$ cat src/rtl/fp_unpack_pipe.sv
// Floating-point operand unpacker for the MAC front end: splits two operands into
// sign / effective exponent / significand / class, behind a valid-ready skid stage.
module fp_unpack_pipe #(
    parameter int EXP_W = 5,
    parameter int MAN_W = 10,
    parameter int CNT_W = 16
) (
    input  logic                     clk,
    input  logic                     rst_n,
    input  logic                     in_valid,
    output logic                     in_ready,
    input  logic [EXP_W+MAN_W:0]     a_in,
    input  logic [EXP_W+MAN_W:0]     b_in,
    output logic                     out_valid,
    input  logic                     out_ready,
    output logic                     sign_a,
    output logic                     sign_b,
    output logic [EXP_W-1:0]         exp_a,
    output logic [EXP_W-1:0]         exp_b,
    output logic [MAN_W:0]           sig_a,
    output logic [MAN_W:0]           sig_b,
    output logic [3:0]               cls_a,
    output logic [3:0]               cls_b,
    output logic                     nan_seen,
    input  logic                     nan_clr,
    output logic [CNT_W-1:0]         beat_cnt
);

    localparam int OP_W  = 1 + EXP_W + MAN_W;
    localparam int SIG_W = MAN_W + 1;
    localparam int DEC_W = 1 + EXP_W + SIG_W + 4;
    localparam int PAY_W = 2 * DEC_W;

    localparam logic [3:0] CLS_NORMAL = 4'b0000;
    localparam logic [3:0] CLS_ZERO   = 4'b0001;
    localparam logic [3:0] CLS_SUB    = 4'b0010;
    localparam logic [3:0] CLS_INF    = 4'b0100;
    localparam logic [3:0] CLS_NAN    = 4'b1000;

    logic [OP_W-1:0]  op_in   [2];
    logic [DEC_W-1:0] dec     [2];
    logic [1:0]       dec_nan;

    assign op_in[0] = a_in;
    assign op_in[1] = b_in;

    // Per-operand field decode; subnormals report exponent 1 so the multiplier
    // can treat every finite operand uniformly as sig * 2^(exp-bias).
    genvar gi;
    generate
        for (gi = 0; gi < 2; gi++) begin : g_dec
            logic             sgn;
            logic [EXP_W-1:0] e;
            logic [MAN_W-1:0] m;
            logic             e_zero;
            logic             e_ones;
            logic             m_zero;
            logic [EXP_W-1:0] exp_d;
            logic [SIG_W-1:0] sig_d;
            logic [3:0]       cls_d;

            assign {sgn, e, m} = op_in[gi];
            assign e_zero = (e == '0);
            assign e_ones = (e == '1);
            assign m_zero = (m == '0);

            always_comb begin
                exp_d = e;
                sig_d = {1'b1, m};
                cls_d = CLS_NORMAL;
                if (e_zero) begin
                    if (m_zero) begin
                        exp_d = '0;
                        sig_d = '0;
                        cls_d = CLS_ZERO;
                    end else begin
                        exp_d = EXP_W'(1);
                        sig_d = {1'b0, m};
                        cls_d = CLS_SUB;
                    end
                end else if (e_ones) begin
                    cls_d = m_zero ? CLS_INF : CLS_NAN;
                end
            end

            assign dec[gi]     = {sgn, exp_d, sig_d, cls_d};
            assign dec_nan[gi] = cls_d[3];
        end
    endgenerate

    logic [PAY_W-1:0] beat_dec;
    assign beat_dec = {dec[0], dec[1]};

    logic [PAY_W-1:0] main_reg,  main_next;
    logic             main_valid_reg, main_valid_next;
    logic [PAY_W-1:0] skid_reg,  skid_next;
    logic             skid_full_reg, skid_full_next;
    logic             nan_seen_reg, nan_seen_next;
    logic [CNT_W-1:0] beat_cnt_reg, beat_cnt_next;

    logic accept;
    logic drain;

    assign in_ready = !skid_full_reg;
    assign accept   = in_valid && !skid_full_reg;
    assign drain    = main_valid_reg && out_ready;

    // Skid is only ever filled while main is held, so accept and skid_full
    // are mutually exclusive and a drain never has two sources to choose from.
    always_comb begin
        main_next       = main_reg;
        main_valid_next = main_valid_reg;
        skid_next       = skid_reg;
        skid_full_next  = skid_full_reg;
        if (drain) begin
            if (skid_full_reg) begin
                main_next      = skid_reg;
                skid_full_next = 1'b0;
            end else if (accept) begin
                main_next = beat_dec;
            end else begin
                main_valid_next = 1'b0;
            end
        end else if (accept) begin
            if (!main_valid_reg) begin
                main_next       = beat_dec;
                main_valid_next = 1'b1;
            end else begin
                skid_next      = beat_dec;
                skid_full_next = 1'b1;
            end
        end
    end

    always_comb begin
        nan_seen_next = nan_seen_reg;
        if (nan_clr) begin
            nan_seen_next = 1'b0;
        end
        if (accept && (|dec_nan)) begin
            nan_seen_next = 1'b1;
        end
    end

    always_comb begin
        beat_cnt_next = beat_cnt_reg;
        if (drain) begin
            beat_cnt_next = beat_cnt_reg + CNT_W'(1);
        end
    end

    always_ff @(posedge clk or negedge rst_n) begin
        if (!rst_n) begin
            main_reg       <= '0;
            main_valid_reg <= 1'b0;
            skid_reg       <= '0;
            skid_full_reg  <= 1'b0;
            nan_seen_reg   <= 1'b0;
            beat_cnt_reg   <= '0;
        end else begin
            main_reg       <= main_next;
            main_valid_reg <= main_valid_next;
            skid_reg       <= skid_next;
            skid_full_reg  <= skid_full_next;
            nan_seen_reg   <= nan_seen_next;
            beat_cnt_reg   <= beat_cnt_next;
        end
    end

    assign out_valid = main_valid_reg;
    assign nan_seen  = nan_seen_reg;
    assign beat_cnt  = beat_cnt_reg;
    assign {sign_a, exp_a, sig_a, cls_a} = main_reg[PAY_W-1 -: DEC_W];
    assign {sign_b, exp_b, sig_b, cls_b} = main_reg[DEC_W-1:0];

endmodule

$ cat config.mk
export PLATFORM = sky130hd
export DESIGN_NAME = fp_unpack_pipe
export DESIGN_NICKNAME = d
export VERILOG_FILES = /design/src/rtl/fp_unpack_pipe.sv
export SDC_FILE = /design/constraint.sdc
export NUM_CORES = 1
export LEC_CHECK = 0
export BUFFER_PORTS_ARGS = -buffer_cell sky130_fd_sc_hd__buf_2
export CORE_MARGIN = 5
export CORE_UTILIZATION = 49
export DETAILED_ROUTE_END_ITERATION = 6
export PLACE_DENSITY = 0.85
export RECOVER_POWER = 100
export SLEW_MARGIN = 20
export SYNTH_ARGS = -nofsm -noshare
export SYNTH_HDL_FRONTEND = slang
export SYNTH_SLANG_ARGS = --single-unit
$ cat constraint.sdc
create_clock -name clk -period 1.6 [get_ports clk]
set_clock_uncertainty 0.1 [all_clocks]
set_input_delay 0.08 -clock clk [delete_from_list [all_inputs] [get_ports clk]]
set_output_delay 0.08 -clock clk [all_outputs]
set_load 0.01 [all_outputs]
==> flow_metrics.tcl <==
set metrics [dict create \
    status "complete, no violations" \
    drt_iter0_drc 253 \
    grt_pass1_wl_um 19670 \
    powerDensity_nw_per_um2 1673 \
    remaining_drc_errors 0 \
    ir_worst_vdd_mv 0.9610 \
    cp-start-kind "flip-flop" \
    dp_hpwl_um 7596 \
    crit_arrival_ps 1770 \
    synth-edff-count 0 \
    drive_above_1_share_pct 25.31 \
    fin_crit_sh_pct 98.61 \
    postPlaceCellArea_um2 5197 \
    ys_seq_area_share_pct 58.21 \
    initial_core_util_pct 50.53 \
    clkSlewWorstSetupHoldPaths_ps 100 \
    syn_area_per_cell_um2 8.927 \
    min_period_ps 1578 \
    maxSlewHeadroom_pct 38.80 \
    synth_seq_cells 103 \
    final_util_pct 67.56 \
    drv_slew 0 \
    die_area_um2 11040 \
    syn_to_final_growth_pct 33.71 \
    drt_pass1_iterations 5 \
    hold_violations 0 \
    die_y_um 105.1 \
    cts_tree "built" \
    die_w_um 105.1 \
    tightest_slew_ps 917.9 \
    vias_per_cell 5.344 \
    gr-usage-all-layers_pct 21.35 \
    worstSetupEndpointType "flip-flop" \
    antenna_found_initial 0 \
    max_freq_ghz 0.6338 \
    slowest_stage "dfrtp_1" \
    cp_data_required_time_ps 1790 \
    clock_path_buffers 2 \
    cts_inserted_buffers 9 \
    fill_cells 683 \
    synthCells 496 \
    synth_area_um2 4428 \
    wirelength_um 11990 \
    ys.flop_type "dfrtp_1" \
    crit_chain "ha_4 -> nand3_4 -> or3_4 -> nor3_2 -> xor2_1" \
    cellLeakagePower_uw 0.002874 \
    drv_cap 0 \
    layout_commonest_cell "nand2_1" \
    clkSinkCount 103 \
    final_cell_mix "nand2_1 (184), dfrtp_1 (101), buf_2 (95), nor2_1 (44), dlygate4sd3_1 (36)" \
    clk_latency_ps 360 \
    cp_max_fo 4 \
    first_global_vias 4160 \
    synth.yosys.warnings 0 \
    gp_congestion 0.8314 \
    syn_nets 534 \
    setup_viol 0 \
    core_um2 8763 \
    synth_cell_types 34 \
    rsz0062_at_grt "yes" \
    rows 34 \
    port-buffer-count 97 \
    synth-async-reset-ratio_pct 100.0 \
    cpPeakStageDelay_ps 410 \
    grt_start_max_net_pins 51 \
    ios 98 \
    final_nets 677 \
    wl_per_cell_um 15.95 \
    crit_type "reg -> reg" \
    via_count 4019 \
    ant_nets 0 \
    hold_class "in -> reg" \
    cts-root-buf "clkbuf_8" \
    cts_max_level 3 \
    n_antenna_cell 0 \
    final_cell_area_um2 5921 \
    grt-ovfl-total 0 \
]
## final cells by class
| cell class | count | area [µm²] | area share, % |
|---|---|---|---|
| Clock buffer | 10 | 127.6 | 2.156 |
| Clock inverter | 6 | 68.82 | 1.162 |
| Inverter | 5 | 18.77 | 0.3170 |
| Multi-Input combinational cell | 362 | 1829 | 30.90 |
| Sequential cell | 103 | 2580 | 43.58 |
| Tap cell | 108 | 135.1 | 2.282 |
| Timing Repair Buffer | 158 | 1161 | 19.61 |
## kinds of logic after synthesis
group	share of synthesized area [%]
simple gates	25.80
buf+inv	3.334
flops	58.21
compound gates	9.410
xor+xnor	2.967
fa+ha+maj	0.2825
## worst paths after layout
| check | slack [ps] | end | startpoint | depth (start not counted) |
|---|---|---|---|---|
| setup / recovery | 20 | beat_cnt[12] | beat_cnt[1] | 5 |
| hold / removal | 50 | skid_reg[3] | b_in[12] | 5 |
| setup reg to reg | 20 | beat_cnt[12] | beat_cnt[1] | 5 |
| hold reg to reg | 380 | skid_reg[37] | skid_reg[37] | 2 |
| max in group asynchronous | 290 | main_reg[41] | rst_n | 3 |
| min in group asynchronous | 280 | beat_cnt[7] | rst_n | 2 |
## cells in the mapped netlist, drive strengths merged, types with 3 or more instances
library cell  number  share of area [%]
buf               17                2.1
xnor2             10                2.0
nor2              47                4.0
nor3               7               0.79
a22oi              5               0.85
nand3             18                2.0
nand2b             4               0.57
nand2            185                 16
inv                5               0.42
xor2               5               0.99
a21oi             12                1.4
nor4               5               0.71
a31oi             31                4.4
nand4              3               0.42
o21ai             15                1.9
clkbuf             9               0.76
dfrtp            103                 58
## power by group
group          switching [µW]  total [µW]  internal (µW)
Clock                     903        1640            736
Sequential                637        4250           3620
Combinational            2260        4010           1750
## layer usage
layer	vias to the layer above	share of wire (%)	track usage [%]
met4	0	1.9	6.119
li1	1922	-	-
met5	-	0	0
met2	137	50	37.37
met1	1937	41	26.22
met3	23	6.7	5.179
## per-stage QoR
step	hold slack, ps	TNS [ps]	std cells	total power, µW	setup WS [ps]
finish	51.12	0	752	9907	22.20
global placement	-32.55	0	693	7627	23.09
floorplan	-315.6	0	496	6296	16.30
CTS	32.09	0	746	9694	10.14
global route	75.83	-124.9	752	10570	-39.41
detailed placement	-25.70	-332.8	693	7830	-58.01
## repair_timing
action | in CTS | in global routing
buffers inserted | 0 | 6
hold endpoints to repair | 172 | 0
hold buffers | 36 | 0
resized for setup | 7 | 14
pin swaps | 1 | 6
endpoints found under the setup margin | 49 | 40
gates cloned | 1 | 1
## worst max-delay path, delay by kind of cell, from the launching register on
family / cells / cell delay (ps)
flops: 1 / 410
fa+ha+maj: 1 / 170
xor+xnor: 1 / 170
simple gates: 3 / 660
(Power assumes the default switching activity.)
